## config.mk

```make
export PLATFORM = sky130hd
export DESIGN_NAME = apb_req_master_flat
export DESIGN_NICKNAME = d
export VERILOG_FILES = /design/src/rtl/apb_req_master_pkg.sv /design/src/rtl/apb_req_master_if.sv /design/src/rtl/apb_req_master_wait_timer.sv /design/src/rtl/apb_req_master.sv /design/src/flat_wrapper.sv
export SDC_FILE = /design/constraint.sdc
export NUM_CORES = 1
export LEC_CHECK = 0
export BUFFER_PORTS_ARGS = -buffer_cell sky130_fd_sc_hd__buf_4
export CAP_MARGIN = 20
export CELL_PAD_IN_SITES_DETAIL_PLACEMENT = 1
export CELL_PAD_IN_SITES_GLOBAL_PLACEMENT = 2
export CORE_UTILIZATION = 21
export CTS_CLUSTER_DIAMETER = 80
export DETAILED_ROUTE_END_ITERATION = 10
export GPL_TIMING_DRIVEN = 0
export PLACE_DENSITY = 0.73
export SYNTH_ARGS = -nofsm -noshare
export SYNTH_HDL_FRONTEND = slang
export SYNTH_HIERARCHICAL = 1
export SYNTH_SLANG_ARGS = --single-unit
```

## constraint.sdc

```tcl
create_clock -name dst_clk -period 1.4 [get_ports dst_clk]
set_input_delay 0.28 -clock dst_clk [delete_from_list [all_inputs] [get_ports dst_clk]]
set_output_delay 0.28 -clock dst_clk [all_outputs]
set_load 0.005 [all_outputs]
```

## src/rtl/apb_req_master_pkg.sv

```systemverilog
`timescale 1ns/1ps
`default_nettype none
// ============================================================================
// Module      : apb_bridge_pkg
// Description : Shared types and constants for the APB request bridge:
//               master FSM encoding, protection width and the packed widths
//               of the request/response words carried through the FIFOs.
// Revision    : 1.0 - initial release
// ============================================================================
package apb_bridge_pkg;

    // Master FSM encoding, explicit 2-bit width
    typedef enum logic [1:0] {
        IDLE   = 2'd0,
        SETUP  = 2'd1,
        ACCESS = 2'd2,
        RESP   = 2'd3
    } apb_state_e;

    localparam int APB_PROT_WIDTH  = 3;
    localparam int REQ_WRITE_WIDTH = 1;
    localparam int RSP_ERR_WIDTH   = 1;

    // Request word: write flag, address, data, strobes, protection
    function automatic int req_word_width(input int addr_w, input int data_w);
        return REQ_WRITE_WIDTH + addr_w + data_w + (data_w / 8) + APB_PROT_WIDTH;
    endfunction

    // Response word: read data plus error flag
    function automatic int rsp_word_width(input int data_w);
        return data_w + RSP_ERR_WIDTH;
    endfunction

endpackage
`default_nettype wire

```

## src/rtl/apb_req_master_if.sv

```systemverilog
`timescale 1ns/1ps
`default_nettype none
// ============================================================================
// Module      : apb_req_master_if
// Description : Request/response handshake and APB bus bundle for the
//               request master. 'master' is the view of apb_req_master,
//               'slave' is the view of the FIFOs and APB completer.
// Revision    : 1.0 - initial release
// ============================================================================
interface apb_req_master_if
    import apb_bridge_pkg::*;
#(
    parameter int ADDR_WIDTH = 32,
    parameter int DATA_WIDTH = 32
);
    localparam int STRB_WIDTH = DATA_WIDTH / 8;

    // Request side (dst of the request FIFO)
    logic                      req_vld;
    logic                      req_rdy;
    logic                      req_write;
    logic [ADDR_WIDTH-1:0]     req_addr;
    logic [DATA_WIDTH-1:0]     req_wdata;
    logic [STRB_WIDTH-1:0]     req_strb;
    logic [APB_PROT_WIDTH-1:0] req_prot;

    // Response side (src of the response FIFO)
    logic                      rsp_vld;
    logic                      rsp_rdy;
    logic [DATA_WIDTH-1:0]     rsp_rdata;
    logic                      rsp_err;

    // APB bus
    logic                      psel;
    logic                      penable;
    logic                      pwrite;
    logic [ADDR_WIDTH-1:0]     paddr;
    logic [DATA_WIDTH-1:0]     pwdata;
    logic [STRB_WIDTH-1:0]     pstrb;
    logic [APB_PROT_WIDTH-1:0] pprot;
    logic                      pready;
    logic                      pslverr;
    logic [DATA_WIDTH-1:0]     prdata;

    modport master (
        input  req_vld, req_write, req_addr, req_wdata, req_strb, req_prot,
        output req_rdy,
        output rsp_vld, rsp_rdata, rsp_err,
        input  rsp_rdy,
        output psel, penable, pwrite, paddr, pwdata, pstrb, pprot,
        input  pready, pslverr, prdata
    );

    modport slave (
        output req_vld, req_write, req_addr, req_wdata, req_strb, req_prot,
        input  req_rdy,
        input  rsp_vld, rsp_rdata, rsp_err,
        output rsp_rdy,
        input  psel, penable, pwrite, paddr, pwdata, pstrb, pprot,
        output pready, pslverr, prdata
    );

endinterface
`default_nettype wire

```

## src/rtl/apb_req_master_wait_timer.sv

```systemverilog
`timescale 1ns/1ps
`default_nettype none
// ============================================================================
// Module      : apb_wait_timer
// Description : Saturating ACCESS-phase wait-state counter. 'expired' is high
//               while the count equals TIMEOUT_CYCLES. Used only when the
//               APB_TIMEOUT_EN build option is defined.
// Revision    : 1.0 - initial release
// ============================================================================
module apb_wait_timer #(
    parameter int TIMEOUT_CYCLES = 256
) (
    input  wire logic clk,
    input  wire logic rst,
    input  wire logic clear,
    input  wire logic enable,
    output logic      expired
);
    localparam int                CNT_W     = $clog2(TIMEOUT_CYCLES + 1);
    localparam logic [CNT_W-1:0]  C_LIMIT   = CNT_W'(TIMEOUT_CYCLES);

    logic [CNT_W-1:0] r_count;

    // Count wait states, holding at the limit until cleared
    always_ff @(posedge clk) begin
        if (rst || clear) begin
            r_count <= '0;
        end else if (enable && (r_count != C_LIMIT)) begin
            r_count <= r_count + 1'b1;
        end
    end

    assign expired = (r_count == C_LIMIT);

endmodule
`default_nettype wire

```

## src/rtl/apb_req_master.sv

```systemverilog
`timescale 1ns/1ps
`default_nettype none
// ============================================================================
// Module      : apb_req_master
// Description : Single-clock APB3/APB4 master. Pulls one request word from
//               the request FIFO, runs it as a SETUP+ACCESS transfer and
//               pushes the read data / error flag into the response FIFO.
//               Build option APB_TIMEOUT_EN: abort ACCESS after
//               TIMEOUT_CYCLES wait states with an error response.
// Revision    : 1.0 - initial release
// ============================================================================
module apb_req_master
    import apb_bridge_pkg::*;
#(
    parameter int ADDR_WIDTH     = 32,
    parameter int DATA_WIDTH     = 32,
    parameter int STRB_WIDTH     = DATA_WIDTH / 8,
    parameter int TIMEOUT_CYCLES = 256
) (
    input  wire logic          dst_clk,
    input  wire logic          dst_rst,
    apb_req_master_if.master   bus
);

    apb_state_e                r_state;
    logic                      r_psel;
    logic                      r_penable;
    logic                      r_pwrite;
    logic [ADDR_WIDTH-1:0]     r_paddr;
    logic [DATA_WIDTH-1:0]     r_pwdata;
    logic [STRB_WIDTH-1:0]     r_pstrb;
    logic [APB_PROT_WIDTH-1:0] r_pprot;
    logic                      r_rsp_vld;
    logic [DATA_WIDTH-1:0]     r_rsp_rdata;
    logic                      r_rsp_err;

`ifdef APB_TIMEOUT_EN
    logic w_timer_clear;
    logic w_timer_en;
    logic w_expired;

    // Counter restarts in SETUP so it reads zero on the first ACCESS cycle
    assign w_timer_clear = (r_state == SETUP);
    assign w_timer_en    = (r_state == ACCESS) && !bus.pready;

    apb_wait_timer #(
        .TIMEOUT_CYCLES (TIMEOUT_CYCLES)
    ) u_wait_timer (
        .clk     (dst_clk),
        .rst     (dst_rst),
        .clear   (w_timer_clear),
        .enable  (w_timer_en),
        .expired (w_expired)
    );
`endif

    // Ready only in IDLE; independent of req_vld so the FIFO can pop freely
    assign bus.req_rdy   = (r_state == IDLE) && !dst_rst;

    assign bus.psel      = r_psel;
    assign bus.penable   = r_penable;
    assign bus.pwrite    = r_pwrite;
    assign bus.paddr     = r_paddr;
    assign bus.pwdata    = r_pwdata;
    assign bus.pstrb     = r_pstrb;
    assign bus.pprot     = r_pprot;
    assign bus.rsp_vld   = r_rsp_vld;
    assign bus.rsp_rdata = r_rsp_rdata;
    assign bus.rsp_err   = r_rsp_err;

    // Transfer sequencer: accept, SETUP, ACCESS (wait on pready), respond
    always_ff @(posedge dst_clk) begin
        if (dst_rst) begin
            r_state     <= IDLE;
            r_psel      <= 1'b0;
            r_penable   <= 1'b0;
            r_pwrite    <= 1'b0;
            r_paddr     <= '0;
            r_pwdata    <= '0;
            r_pstrb     <= '0;
            r_pprot     <= '0;
            r_rsp_vld   <= 1'b0;
            r_rsp_rdata <= '0;
            r_rsp_err   <= 1'b0;
        end else begin
            case (r_state)
                IDLE: begin
                    if (bus.req_vld) begin
                        r_pwrite  <= bus.req_write;
                        r_paddr   <= bus.req_addr;
                        r_pwdata  <= bus.req_wdata;
                        // Reads never drive byte strobes
                        r_pstrb   <= bus.req_write ? bus.req_strb : '0;
                        r_pprot   <= bus.req_prot;
                        r_psel    <= 1'b1;
                        r_penable <= 1'b0;
                        r_state   <= SETUP;
                    end
                end
                SETUP: begin
                    r_penable <= 1'b1;
                    r_state   <= ACCESS;
                end
                ACCESS: begin
                    if (bus.pready) begin
                        r_rsp_rdata <= r_pwrite ? '0 : bus.prdata;
                        r_rsp_err   <= bus.pslverr;
                        r_rsp_vld   <= 1'b1;
                        r_psel      <= 1'b0;
                        r_penable   <= 1'b0;
                        r_state     <= RESP;
                    end
`ifdef APB_TIMEOUT_EN
                    else if (w_expired) begin
                        // Completer never answered: report an error, no data
                        r_rsp_rdata <= '0;
                        r_rsp_err   <= 1'b1;
                        r_rsp_vld   <= 1'b1;
                        r_psel      <= 1'b0;
                        r_penable   <= 1'b0;
                        r_state     <= RESP;
                    end
`endif
                end
                RESP: begin
                    if (bus.rsp_rdy) begin
                        r_rsp_vld <= 1'b0;
                        r_state   <= IDLE;
                    end
                end
                default: r_state <= IDLE;
            endcase
        end
    end

endmodule
`default_nettype wire
```

## src/flat_wrapper.sv

```systemverilog
// flat-port wrapper written by rule: the top's interface ports become plain ports
module apb_req_master_flat import apb_bridge_pkg::*;
#(
    parameter int ADDR_WIDTH     = 32,
    parameter int DATA_WIDTH     = 32,
    parameter int STRB_WIDTH     = DATA_WIDTH / 8,
    parameter int TIMEOUT_CYCLES = 256
)
  (dst_clk, dst_rst, bus_req_vld, bus_req_write, bus_req_addr, bus_req_wdata, bus_req_strb, bus_req_prot, bus_req_rdy, bus_rsp_vld, bus_rsp_rdata, bus_rsp_err, bus_rsp_rdy, bus_psel, bus_penable, bus_pwrite, bus_paddr, bus_pwdata, bus_pstrb, bus_pprot, bus_pready, bus_pslverr, bus_prdata);
  apb_req_master_if #(.ADDR_WIDTH(ADDR_WIDTH), .DATA_WIDTH(DATA_WIDTH)) bus_i ();
  input  wire logic dst_clk;
  input  wire logic dst_rst;
  input wire logic [$bits(bus_i.req_vld)-1:0] bus_req_vld;
  input wire logic [$bits(bus_i.req_write)-1:0] bus_req_write;
  input wire logic [$bits(bus_i.req_addr)-1:0] bus_req_addr;
  input wire logic [$bits(bus_i.req_wdata)-1:0] bus_req_wdata;
  input wire logic [$bits(bus_i.req_strb)-1:0] bus_req_strb;
  input wire logic [$bits(bus_i.req_prot)-1:0] bus_req_prot;
  output wire logic [$bits(bus_i.req_rdy)-1:0] bus_req_rdy;
  output wire logic [$bits(bus_i.rsp_vld)-1:0] bus_rsp_vld;
  output wire logic [$bits(bus_i.rsp_rdata)-1:0] bus_rsp_rdata;
  output wire logic [$bits(bus_i.rsp_err)-1:0] bus_rsp_err;
  input wire logic [$bits(bus_i.rsp_rdy)-1:0] bus_rsp_rdy;
  output wire logic [$bits(bus_i.psel)-1:0] bus_psel;
  output wire logic [$bits(bus_i.penable)-1:0] bus_penable;
  output wire logic [$bits(bus_i.pwrite)-1:0] bus_pwrite;
  output wire logic [$bits(bus_i.paddr)-1:0] bus_paddr;
  output wire logic [$bits(bus_i.pwdata)-1:0] bus_pwdata;
  output wire logic [$bits(bus_i.pstrb)-1:0] bus_pstrb;
  output wire logic [$bits(bus_i.pprot)-1:0] bus_pprot;
  input wire logic [$bits(bus_i.pready)-1:0] bus_pready;
  input wire logic [$bits(bus_i.pslverr)-1:0] bus_pslverr;
  input wire logic [$bits(bus_i.prdata)-1:0] bus_prdata;
  assign bus_i.req_vld = bus_req_vld;
  assign bus_i.req_write = bus_req_write;
  assign bus_i.req_addr = bus_req_addr;
  assign bus_i.req_wdata = bus_req_wdata;
  assign bus_i.req_strb = bus_req_strb;
  assign bus_i.req_prot = bus_req_prot;
  assign bus_req_rdy = bus_i.req_rdy;
  assign bus_rsp_vld = bus_i.rsp_vld;
  assign bus_rsp_rdata = bus_i.rsp_rdata;
  assign bus_rsp_err = bus_i.rsp_err;
  assign bus_i.rsp_rdy = bus_rsp_rdy;
  assign bus_psel = bus_i.psel;
  assign bus_penable = bus_i.penable;
  assign bus_pwrite = bus_i.pwrite;
  assign bus_paddr = bus_i.paddr;
  assign bus_pwdata = bus_i.pwdata;
  assign bus_pstrb = bus_i.pstrb;
  assign bus_pprot = bus_i.pprot;
  assign bus_i.pready = bus_pready;
  assign bus_i.pslverr = bus_pslverr;
  assign bus_i.prdata = bus_prdata;
  apb_req_master #(.ADDR_WIDTH(ADDR_WIDTH), .DATA_WIDTH(DATA_WIDTH), .STRB_WIDTH(STRB_WIDTH), .TIMEOUT_CYCLES(TIMEOUT_CYCLES)) u_core (.dst_clk(dst_clk), .dst_rst(dst_rst), .bus(bus_i));
endmodule
```

# Word level (Yosys, flattened, before mapping)
# Cells that the tools add are included.
# Widths: inputs -> output; s select.
totals:
  ram_bits: 0
  mem_bits_ro: 0
  memories: 0
  elab_cells: 43
  ff_bits: 110
  latch_bits: 0
classes:
  multipliers: 0
  n_eq_ne: 6
  div: 0
  mux: 14
  order_cmp: 0
  n_shift: 0
  reduce_logical: 12
  bitwise: 0
  addsub: 0
op_table:
  columns: ["operator", "n"]
  rows:
  - ["$mux 32", 1]
  - ["$reduce_and 3->1", 4]
  - ["$pmux 2 s4", 1]
  - ["$mux 2", 3]
  - ["$ne 2x2->1 const B", 3]
  - ["$mux 1", 5]
  - ["$eq 2x2->1 const B", 2]
  - ["$mux 4", 1]
  - ["$pmux 1 s2", 2]
  - ["$reduce_and 2->1", 2]
  - ["$reduce_bool 2->1", 2]
  - ["$pmux 1 s3", 1]
  - ["$reduce_bool 3->1", 1]
  - ["$eq 2x1->1 const B", 1]
  - ["$logic_not 2->1", 1]
  - ["$logic_and 1x1->1", 1]
  - ["$logic_not 1->1", 1]

# Longest topological paths before layout
# Gate-level depths: netlist of run 1.
logic_depth:
  ltp_word: 3
  depth_mapped: 7

# Worst setup path after synthesis of run 1
# No wires, ideal clock.
synth_timing:
  path_kind: "flip-flop to flip-flop"
  from: "register u_core.r_state[0]"
  to: "register u_core.r_state[0]"
  stages_incl_launch_ff: 6
  synth_period_minus_slack_ns: 1.497
  t_arrival_ns: 1.410
  slack_ns: -0.097
  required_ns: 1.313
  cell_sequence: "dfxtp_1 inv_1 ha_1 nor2b_4 or4_1 o31ai_1"
synth_via:
  elab_chain_len: 3
  word_cells_on_any_way: 9
  classes_between: "6 x eq/ne; 1 x mux; 2 x reduce/logical"
synth_lines:
  columns: ["element", "line", "source"]
  rows:
  - ["start: declaration", "apb_req_master.sv:25", "apb_state_e r_state;"]
  - ["start signal: assignment", "apb_req_master.sv:74", "r_state <= IDLE;"]
  - ["start signal: assignment", "apb_req_master.sv:97", "r_state <= SETUP;"]
  - ["start signal: assignment", "apb_req_master.sv:102", "r_state <= ACCESS;"]
  - ["$eq 2x2->1 / $logic_not 2->1 (equally long branches)", "apb_req_master.sv:86", "case (r_state)"]
  - ["$ne 2x2->1 (no line)", null, null]
  - ["$reduce_and 3->1 (no line)", null, null]
# Parallel ways exist; a longest one is shown, timed or not.
# A chain may end at the register's enable or synchronous reset.

# Final worst setup path of run 1
layout_timing:
  from: "register u_core.r_state[0]"
  to: "output port bus_req_rdy"
layout_via:
  elab_chain_len: 2
layout_lines:
  columns: ["element", "line", "source"]
  rows:
  - ["$logic_not 2->1", "apb_req_master.sv:58", "assign bus.req_rdy = (r_state == IDLE) && !dst_rst;"]
  - ["$logic_and 1x1->1", "apb_req_master.sv:58", null]
  - ["end: declaration", "flat_wrapper.sv:19", "output wire logic [$bits(bus_i.req_rdy)-1:0] bus_req_rdy;"]
# No other way between the ends.

==> results.toml, run 1 <==
[sta]
min_period_over_period_pct = 105
finalSetupViolCount = 2
hold_viol_final = 0
setup_slack_ps = -72.7
slew_violations = 0
setup_tns_ps = -136
rsz0062_at_grt = "yes"
fin_crit_ps = 1470
fin_hold_ws_ps = 170
tightest_slew_ps = 605
slew_headroom_pct = 59.7
fmax_mhz = 679
fin_skew_ps = 7.18

[power_and_ir_drop]
netSwitchingPower_mw = 3.65
fin_total_pwr_mw = 10.8
max-vdd-ir-drop_v = 0.000679
p_seq_share_pct = 37.3
p_int_mw = 7.15
power_frac_comb_pct = 39.9
leakage_nw = 2.89
pwr-share-clk_pct = 22.9
p_per_area_nw_per_um2 = 1590
switching_share_pct = 33.8

[setup_path]
critPathKind = "flop to output pin"
cpLargestDelayFamily = "flip-flops"
crit_chain = "inv_6 > ha_4 > nor2b_4 > buf_6"
arrival_ps = 1190
ff2ff_setup_slack_ps = -60
crit_path_start_kind = "flop"
crit_buf_inv = 2
cp_slowest_cell = "dfxtp_4"
worstPathMaxFanout = 5
setup.worst_path.end_class = "output pin"
required_ps = 1120
cp_slowest_stage_delay_ps = 370

[logic_synthesis]
syn_nets = 622
synth_simple_gate_area_share_pct = 25.3
avgSynthCellArea_um2 = 8.27
ys_seq_elements = 110
yosysMostFrequentCell = "nand2_1"
synthXorXnorAreaFrac_pct = 0
synthAdderAreaFrac_pct = 2.10
synthMuxAreaShare_pct = 0.240
synth_top_family_by_area = "simple AND/OR/NAND/NOR gates"
synth.distinct_cells = 27
synth-edff-count = 0
synth-compound-area-share_pct = 14.3
yosys-top-cells-count = "nand2_1, dfxtp_1, a21oi_1, nand4b_1, buf_2"
syn_inst = 505
postSynth.asyncResetShare_pct = 0
synth-seq-area-share_pct = 52.7
netlist_top_cells_area = "dfxtp_1, nand2_1, a21oi_1"
yosys_most_used_dff = "dfxtp_1"
yosys_warnings = 6
netlist_area_um2 = 4180
synth_top_area_cell = "dfxtp_1"
synth_top_area_share_pct = 52.7

[global_route]
grtUsageTotal_pct = 15.2
grt_pass1_vias = 4561
grt_max_degree = 19
overflow = 0
antenna_found_initial = 0
grt_pass1_wl_um = 23900

[routing]
drtIter0Drc = 112
via_per_inst = 4.41
wl_um = 16100
routedWlPerCell_um = 15.9
vias = 4476
first_pass_iters = 5
drc = 0
final_antenna_net_count = 0

[clock_tree]
ctsHtreeMaxLevel = 3
clkTransAtPathRegs_ps = 80
cts_root_buffer = "clkbuf_16"
clk_latency_ps = 350
cts_tree = "yes"
clkSinkCount = 110
cts_buffers = 9
clock_path_buffers = 2

[floorplanning]
ios = 219
die_x_um = 143
core_region_area_um2 = 19500
fp.dieH_um = 143
rows = 51
start_util_pct = 21.5
die_area_um2 = 20500

[layout]
fin_util_pct = 34.9
multi_input_area_um2 = 1860
stdcell_count = 1015
fill_cells = 2297
seq_area_um2 = 2210
final_area_um2 = 6800
diodes = 0
area_growth_syn_to_layout_pct = 62.9
layout-drive-gt1-share_pct = 39.1
nets = 863

[outcome]
failed_checks = "setup timing"
status = "complete, but fails checks"

[placed_design]
buffer_ports.inserted = 218
dp_hpwl_um = 12400
dpl_worst_slack_ps = -431
place_congestion = 0.780
dpl_cell_area_um2 = 6160
dp.cells = 988

[worst_hold_path]
hold_class = "primary input to flop"

[job]
cap_violations = 0
final timing paths:
| check | from | end | cells after the start |
|---|---|---|---|
| max | u_core/r_state[0]$_SDFFE_PP0P_ | bus_req_rdy | 4 |
| min | bus_req_addr[21] | u_core/bus.paddr[21]$_SDFFE_PP0P_ | 3 |
| max reg2reg | u_core/r_state[0]$_SDFFE_PP0P_ | u_core/r_state[0]$_SDFFE_PP0P_ | 5 |
| min reg2reg | u_core/bus.rsp_rdata[2]$_SDFFE_PP0P_ | u_core/bus.rsp_rdata[2]$_SDFFE_PP0P_ | 2 |
placed cells by master (no fill, tap or decap), types with 2 or more instances in the layout:
cell	synthesis	final
buf_4	7	228
nand2_1	180	178
dfxtp_1	110	108
a21oi_1	105	101
nand4b_1	32	32
clkbuf_1	16	14
buf_6	1	12
clkbuf_16	0	9
buf_8	0	9
buf_2	17	7
nand3_1	6	6
a21oi_2	0	4
ha_1	7	4
clkinv_4	0	3
nor2b_4	1	3
buf_12	0	2
nand2_8	0	2
nor2b_1	4	2
o21bai_1	2	2
nor2_1	2	2
ha_4	0	2
dfxtp_4	0	2
layout make-up:
class	instances	area share [%]
flip-flops and latches	110	32.5
multi-input cells	351	27.4
repair buffers	230	25.4
plain buffers	41	5.56
well taps	265	4.87
clock buffers	10	3.37
clock inverters	5	0.662
inverters	3	0.276
worst register-to-register path, cell delays in order, from the launching register on:
cell and delay, ps:
dfxtp_4 380, inv_6 50, ha_1 210, nor2b_4 150, or4_4 510, o31ai_1 80
routing by layer:
layer	routed length [um]	global-route usage, %	share of wire (%)	vias to the layer above
met3	1430	4.83	8.9	16
met2	7660	25.8	48	159
met5	0	0	0	-
li1	-	-	-	2172
met4	247	5.21	1.5	0
met1	6760	18.1	42	2129
registers in the layout, summed over array words and instances, names as in the netlist:
register / cells
u_core/r_state: 2
u_core/bus.rsp_err: 1
u_core/bus.pwdata: 32
u_core/bus.rsp_rdata: 32
u_core/bus.penable: 1
u_core/bus.paddr: 32
u_core/bus.pprot: 3
u_core/bus.rsp_vld: 1
u_core/bus.pwrite: 1
u_core/bus.psel: 1
u_core/bus.pstrb: 4
power groups by stage:
stage | clock network (mW) | registers, mW | logic [mW]
floorplan | 0 | 4.06 | 1.74
global placement | 0 | 4.06 | 3.37
detailed placement | 0 | 4.10 | 3.50
CTS | 2.58 | 4.03 | 3.98
global route | 2.69 | 4.10 | 4.71
finish | 2.47 | 4.03 | 4.31
cells by family (layout without fill, tap and decap cells):
logic type | count (synthesis) | count (layout)
buffers and inverters | 44 | 289
AO/OA/AOI/OAI | 114 | 114
flip-flops | 110 | 110
multiplexers | 1 | 1
AND/OR/NAND/NOR | 229 | 229
adder cells (fa/ha/maj) | 7 | 7
what timing repair did:
item / in CTS / in global routing
setup endpoints to repair: 110 / 104
hold buffers: 0 / 0
pin swaps: 2 / 4
setup buffers: 10 / 1
gates cloned: 0 / 1
gates resized for setup: 42 / 41
No activity file was read; power rests on OpenSTA's default activity.
==> inputs of run 2 (changes only) <==
CORE_ASPECT_RATIO = 1.1   (was not set)
==> results.toml, run 2 (synthesis results as in run 1) <==
[setup_path]
worstPathMaxFanout = 4
arrival_ps = 1730
cp_slowest_stage_delay_ps = 500
crit_path_start_kind = "flop"
crit_chain = "inv_4 > ha_1 > nor2b_4 > or4_1 > o31ai_1"
cp_slowest_cell = "or4_1"
setup.worst_path.end_class = "flop"
required_ps = 1660
critPathKind = "flop to flop"

[layout]
layout_commonest_cell = "buf_4"
final_area_um2 = 6650
layout-drive-gt1-share_pct = 38.0
nets = 857
final_cell_mix = "buf_4, nand2_1, dfxtp_1"
area_growth_syn_to_layout_pct = 59.2
diodes = 0

[sta]
finalSetupViolCount = 2
slew_headroom_pct = 54.2
rsz0062_at_grt = "yes"
setup_slack_ps = -73.6
fmax_mhz = 679
tightest_slew_ps = 687
hold_viol_final = 0
setup_tns_ps = -144
fin_skew_ps = 7.52
min_period_over_period_pct = 105
fin_crit_ps = 1470
slew_violations = 0

[floorplanning]
ios = 219
rows = 53
die_x_um = 136
die_area_um2 = 20500
fp.dieH_um = 150
start_util_pct = 21.6
core_region_area_um2 = 19300

[job]
cap_violations = 0

[routing]
drc = 0
drtIter0Drc = 60
wl_um = 15900
final_antenna_net_count = 0
first_pass_iters = 4
routedWlPerCell_um = 16.0
vias = 4417
via_per_inst = 4.45

[clock_tree]
cts_root_buffer = "clkbuf_16"
cts_tree = "yes"
clock_path_buffers = 2
clkTransAtPathRegs_ps = 80
clk_latency_ps = 360
hold_buffers = 0
ctsHtreeMaxLevel = 3
clkSinkCount = 110
cts_buffers = 9

[global_route]
grt_pass1_wl_um = 24600
grt_pass1_vias = 4727
grt_max_degree = 20
antenna_found_initial = 0
grtUsageTotal_pct = 15.7
overflow = 0

[outcome]
failed_checks = "setup timing"
status = "complete, but fails checks"

[placed_design]
place_congestion = 0.791
buffer_ports.inserted = 218
dp_hpwl_um = 12300
dpl_cell_area_um2 = 6140

[power_and_ir_drop]
leakage_nw = 2.85
p_per_area_nw_per_um2 = 1580
max-vdd-ir-drop_v = 0.000570

[worst_hold_path]
hold_class = "primary input to flop"
==> run 2: final cells by class <==
type | count | area (um^2)
Timing Repair Buffer | 224 | 1690
Tap cell | 247 | 309
Clock inverter | 6 | 53.8
Sequential cell | 110 | 2210
Clock buffer | 10 | 239
Buffer | 41 | 315
Fill cell | 2316 | 12700
Inverter | 3 | 16.3
Multi-Input combinational cell | 351 | 1820
==> run 2: final timing paths <==
path	endpoint	slack [ps]	cells after the start	start
setup / recovery	u_core/r_state[0]$_SDFFE_PP0P_	-70	5	u_core/r_state[0]$_SDFFE_PP0P_
hold / removal	u_core/bus.pwdata[7]$_SDFFE_PP0P_	160	3	bus_req_wdata[7]
setup reg to reg	u_core/r_state[0]$_SDFFE_PP0P_	-70	5	u_core/r_state[0]$_SDFFE_PP0P_
hold reg to reg	u_core/bus.rsp_rdata[10]$_SDFFE_PP0P_	450	2	u_core/bus.rsp_rdata[10]$_SDFFE_PP0P_
==> run 2: repair_timing <==
action / CTS / global route
setup buffers: 6 / 0
pin swaps: 2 / 0
gates cloned: 0 / 0
gates resized for setup: 37 / 18
endpoints found under the setup margin: 110 / 102
==> run 2: per-layer routing <==
layer	share of wire [%]	GRT usage, %
met5	0	0
met2	49	26.8
met4	1.0	4.61
met3	11	7.25
met1	40	17.2
==> run 2: per-stage QoR <==
stage | total power [mW] | worst slack [ps] | hold WS [ps] | std cells | util (%)
6_report | 10.5 | -73.6 | 165 | 992 | 34.4
5_1_grt | 11.3 | -149 | 141 | 992 | 34.4
4_1_cts | 10.6 | -97.3 | 147 | 992 | 34.1
3_5_place_dp | 7.57 | -402 | 447 | 970 | 31.8
3_3_place_gp | 7.45 | -313 | 440 | 970 | 31.8
2_1_floorplan | 5.80 | 8.41 | 416 | 505 | -
==> run 2: power by group <==
group          internal [mW]  total [mW]  leakage (nW)  switching (mW)
sequential              3.68        4.01         0.899           0.328
combinational           1.98        3.91          1.81            1.93
clock                   1.29        2.58         0.142            1.29
==> run 2: critical path, delay by kind of cell, from the launching register on <==
kind | cells | cell delay [ps]
adders and majority gates | 1 | 230
buffers and inverters | 1 | 50
DFF | 1 | 360
and+or+nand+nor | 2 | 650
AOI/OAI and AO/OA | 1 | 90
==> inputs of run 3 (changes only) <==
SYNTH_HIERARCHICAL = not set   (was 1)
==> results.toml, run 3 <==
[placed_design]
buffer_ports.inserted = 218
dp.cells = 970
place_congestion = 0.785
dpl_worst_slack_ps = -339
dp_hpwl_um = 12400

[global_route]
grtUsageTotal_pct = 15.3
overflow = 0
grt_max_degree = 21
grt_pass1_wl_um = 24000
grt_pass1_vias = 4503
antenna_found_initial = 0

[routing]
final_antenna_net_count = 0
via_per_inst = 4.47
routedWlPerCell_um = 16.8
drc = 0
first_pass_iters = 4
drtIter0Drc = 92
vias = 4479
wl_um = 16800

[clock_tree]
clkTransAtPathRegs_ps = 80
ctsHtreeMaxLevel = 3
cts_buffers = 9
clock_path_buffers = 2
cts_tree = "yes"
clk_latency_ps = 360
cts_root_buffer = "clkbuf_16"
clkSinkCount = 110

[worst_hold_path]
hold_end = "u_core.bus.pwdata[25]$_SDFFE_PP0P_"
hold_path_startpoint = "bus_req_wdata[25]"
hold_class = "primary input to flop"
holdPathStages = 3

[setup_path]
arrival_ps = 1180
crit_chain = "inv_4 > ha_4 > nor2b_4 > buf_6"
r2r-start = "u_core.r_state[0]$_SDFFE_PP0P_"
r2r_end = "u_core.r_state[0]$_SDFFE_PP0P_"
cpLargestDelayFamily = "flip-flops"
cp_slowest_cell = "dfxtp_4"
ff2ff_setup_slack_ps = -20
crit_buf_inv = 2
crit_path_start_kind = "flop"
setup.worst_path.end_class = "output pin"
required_ps = 1120
worstPathMaxFanout = 4
rr_worst_depth = 6
cp_slowest_stage_delay_ps = 380
critPathKind = "flop to output pin"

[floorplanning]
die_x_um = 136
rows = 53
core_region_area_um2 = 19300
die_area_um2 = 20400
ios = 219
fp.dieH_um = 150
start_util_pct = 21.6

[sta]
tightest_slew_ps = 745
slew_headroom_pct = 50.4
fin_crit_ps = 1460
slew_violations = 0
setup_slack_ps = -59.2
finalSetupViolCount = 3
setup_tns_ps = -85.2
fin_hold_ws_ps = 168
min_period_over_period_pct = 104
fin_skew_ps = 9.81
rsz0062_at_grt = "yes"
hold_viol_final = 0
fmax_mhz = 685

[layout]
area_growth_syn_to_layout_pct = 68.5
stdcell_count = 1002
layout_commonest_cell = "buf_4"
nets = 866
diodes = 0
layout-drive-gt1-share_pct = 44.2
final_cell_mix = "buf_4, nand2_1, dfxtp_1"

[power_and_ir_drop]
fin_total_pwr_mw = 11.5
max-vdd-ir-drop_v = 0.000586
leakage_nw = 2.99
p_per_area_nw_per_um2 = 1640

[logic_synthesis]
synth-seq-area-share_pct = 52.8
netlist_area_um2 = 4170
netlist_top_cells_area = "dfxtp_1, nand2_1, a21oi_1"
yosysMostFrequentCell = "nand2_1"
synth-edff-count = 0
syn_nets = 621
yosys_most_used_dff = "dfxtp_1"
synth.distinct_cells = 24
syn_inst = 505
synth_top_area_share_pct = 52.8
postSynth.asyncResetShare_pct = 0
synth_top_area_cell = "dfxtp_1"
avgSynthCellArea_um2 = 8.26
yosys_warnings = 0
ys_seq_elements = 110
yosys-top-cells-count = "nand2_1, dfxtp_1, a21oi_1, nand4b_1, buf_2"

[job]
cap_violations = 0

[outcome]
failed_checks = "setup timing"
status = "complete, but fails checks"
## run 3: changes by cell type after synthesis, moves of 2 or more
cell | before | now
a21oi_1 | 105 | 108
buf_2 | 17 | 20
clkbuf_1 | 16 | 13
o21bai_1 | 2 | 0
nand2_1 | 180 | 177
nand2b_1 | 0 | 5
## run 3: final cells by class
cell class                 count  area [um^2]
inverter                       3         18.8
timing repair buffer         234         1870
multi-input combinational    351         1970
clock inverter                 7         85.1
buffer                        41          337
tap                          247          309
clock buffer                   9          225
fill                        2297        12300
sequential                   110         2210
## run 3: cell families (layout without fill, tap and decap cells)
| group | after synthesis | after routing | synth area share (%) |
|---|---|---|---|
| muxes | 1 | 1 | 0.270 |
| and+or+nand+nor | 229 | 229 | 25.4 |
| AOI/OAI and AO/OA | 115 | 115 | 14.4 |
| adders and majority gates | 6 | 6 | 1.80 |
| DFF | 110 | 110 | 52.8 |
| buffers and inverters | 44 | 294 | 5.37 |
## run 3: metrics by stage
stage	util [%]	cell area, um^2
after floorplan	-	4170
after global placement	31.7	6110
after detailed placement	31.7	6110
after CTS	34.0	6560
after global routing	36.4	7020
final	36.4	7020
## run 3: per-layer routing
layer | track usage (%) | vias to the layer above | part of all wire (%)
li1 | - | 2182 | -
met1 | 17.7 | 2131 | 42
met2 | 26.9 | 157 | 50
met3 | 5.45 | 9 | 7.7
met4 | 3.17 | 0 | 0.75
met5 | 0 | - | 0
## run 3: how the worst max path moves through the flow
stage / startpoint / end / slack (ps) / depth (start not counted)
after detailed placement: u_core.r_state[0]$_SDFFE_PP0P_ / u_core.bus.paddr[0]$_SDFFE_PP0P_ / -340 / 6
final: u_core.r_state[1]$_SDFFE_PP0P_ / bus_req_rdy / -60 / 4
after CTS: u_core.r_state[1]$_SDFFE_PP0P_ / bus_req_rdy / -100 / 4
after floorplan: u_core.r_state[1]$_SDFFE_PP0P_ / u_core.bus.paddr[15]$_SDFFE_PP0P_ / 60 / 7
after global placement: u_core.r_state[1]$_SDFFE_PP0P_ / u_core.bus.pwrite$_SDFFE_PP0P_ / -280 / 6
after global routing: u_core.r_state[1]$_SDFFE_PP0P_ / bus_req_rdy / -100 / 4
## run 3: where the power goes
part / switching, mW / internal [mW]
logic: 2.24 / 2.51
registers: 0.342 / 3.69
clock network: 1.30 / 1.43
total: 3.89 / 7.63
## run 3: what timing repair did
action | in CTS | in global routing
hold buffers | 0 | 0
pin swaps | 1 | 19
gates cloned | 1 | 6
setup buffers | 3 | 6
resized for setup | 37 | 73
endpoints found under the setup margin | 110 | 106
## run 3: worst register-to-register path, stage by stage, from the launching register on
cell and delay, ps:
dfxtp_4 370, inv_6 50, ha_1 220, buf_6 150
nor2b_2 170, o31ai_2 220, o311a_1 180
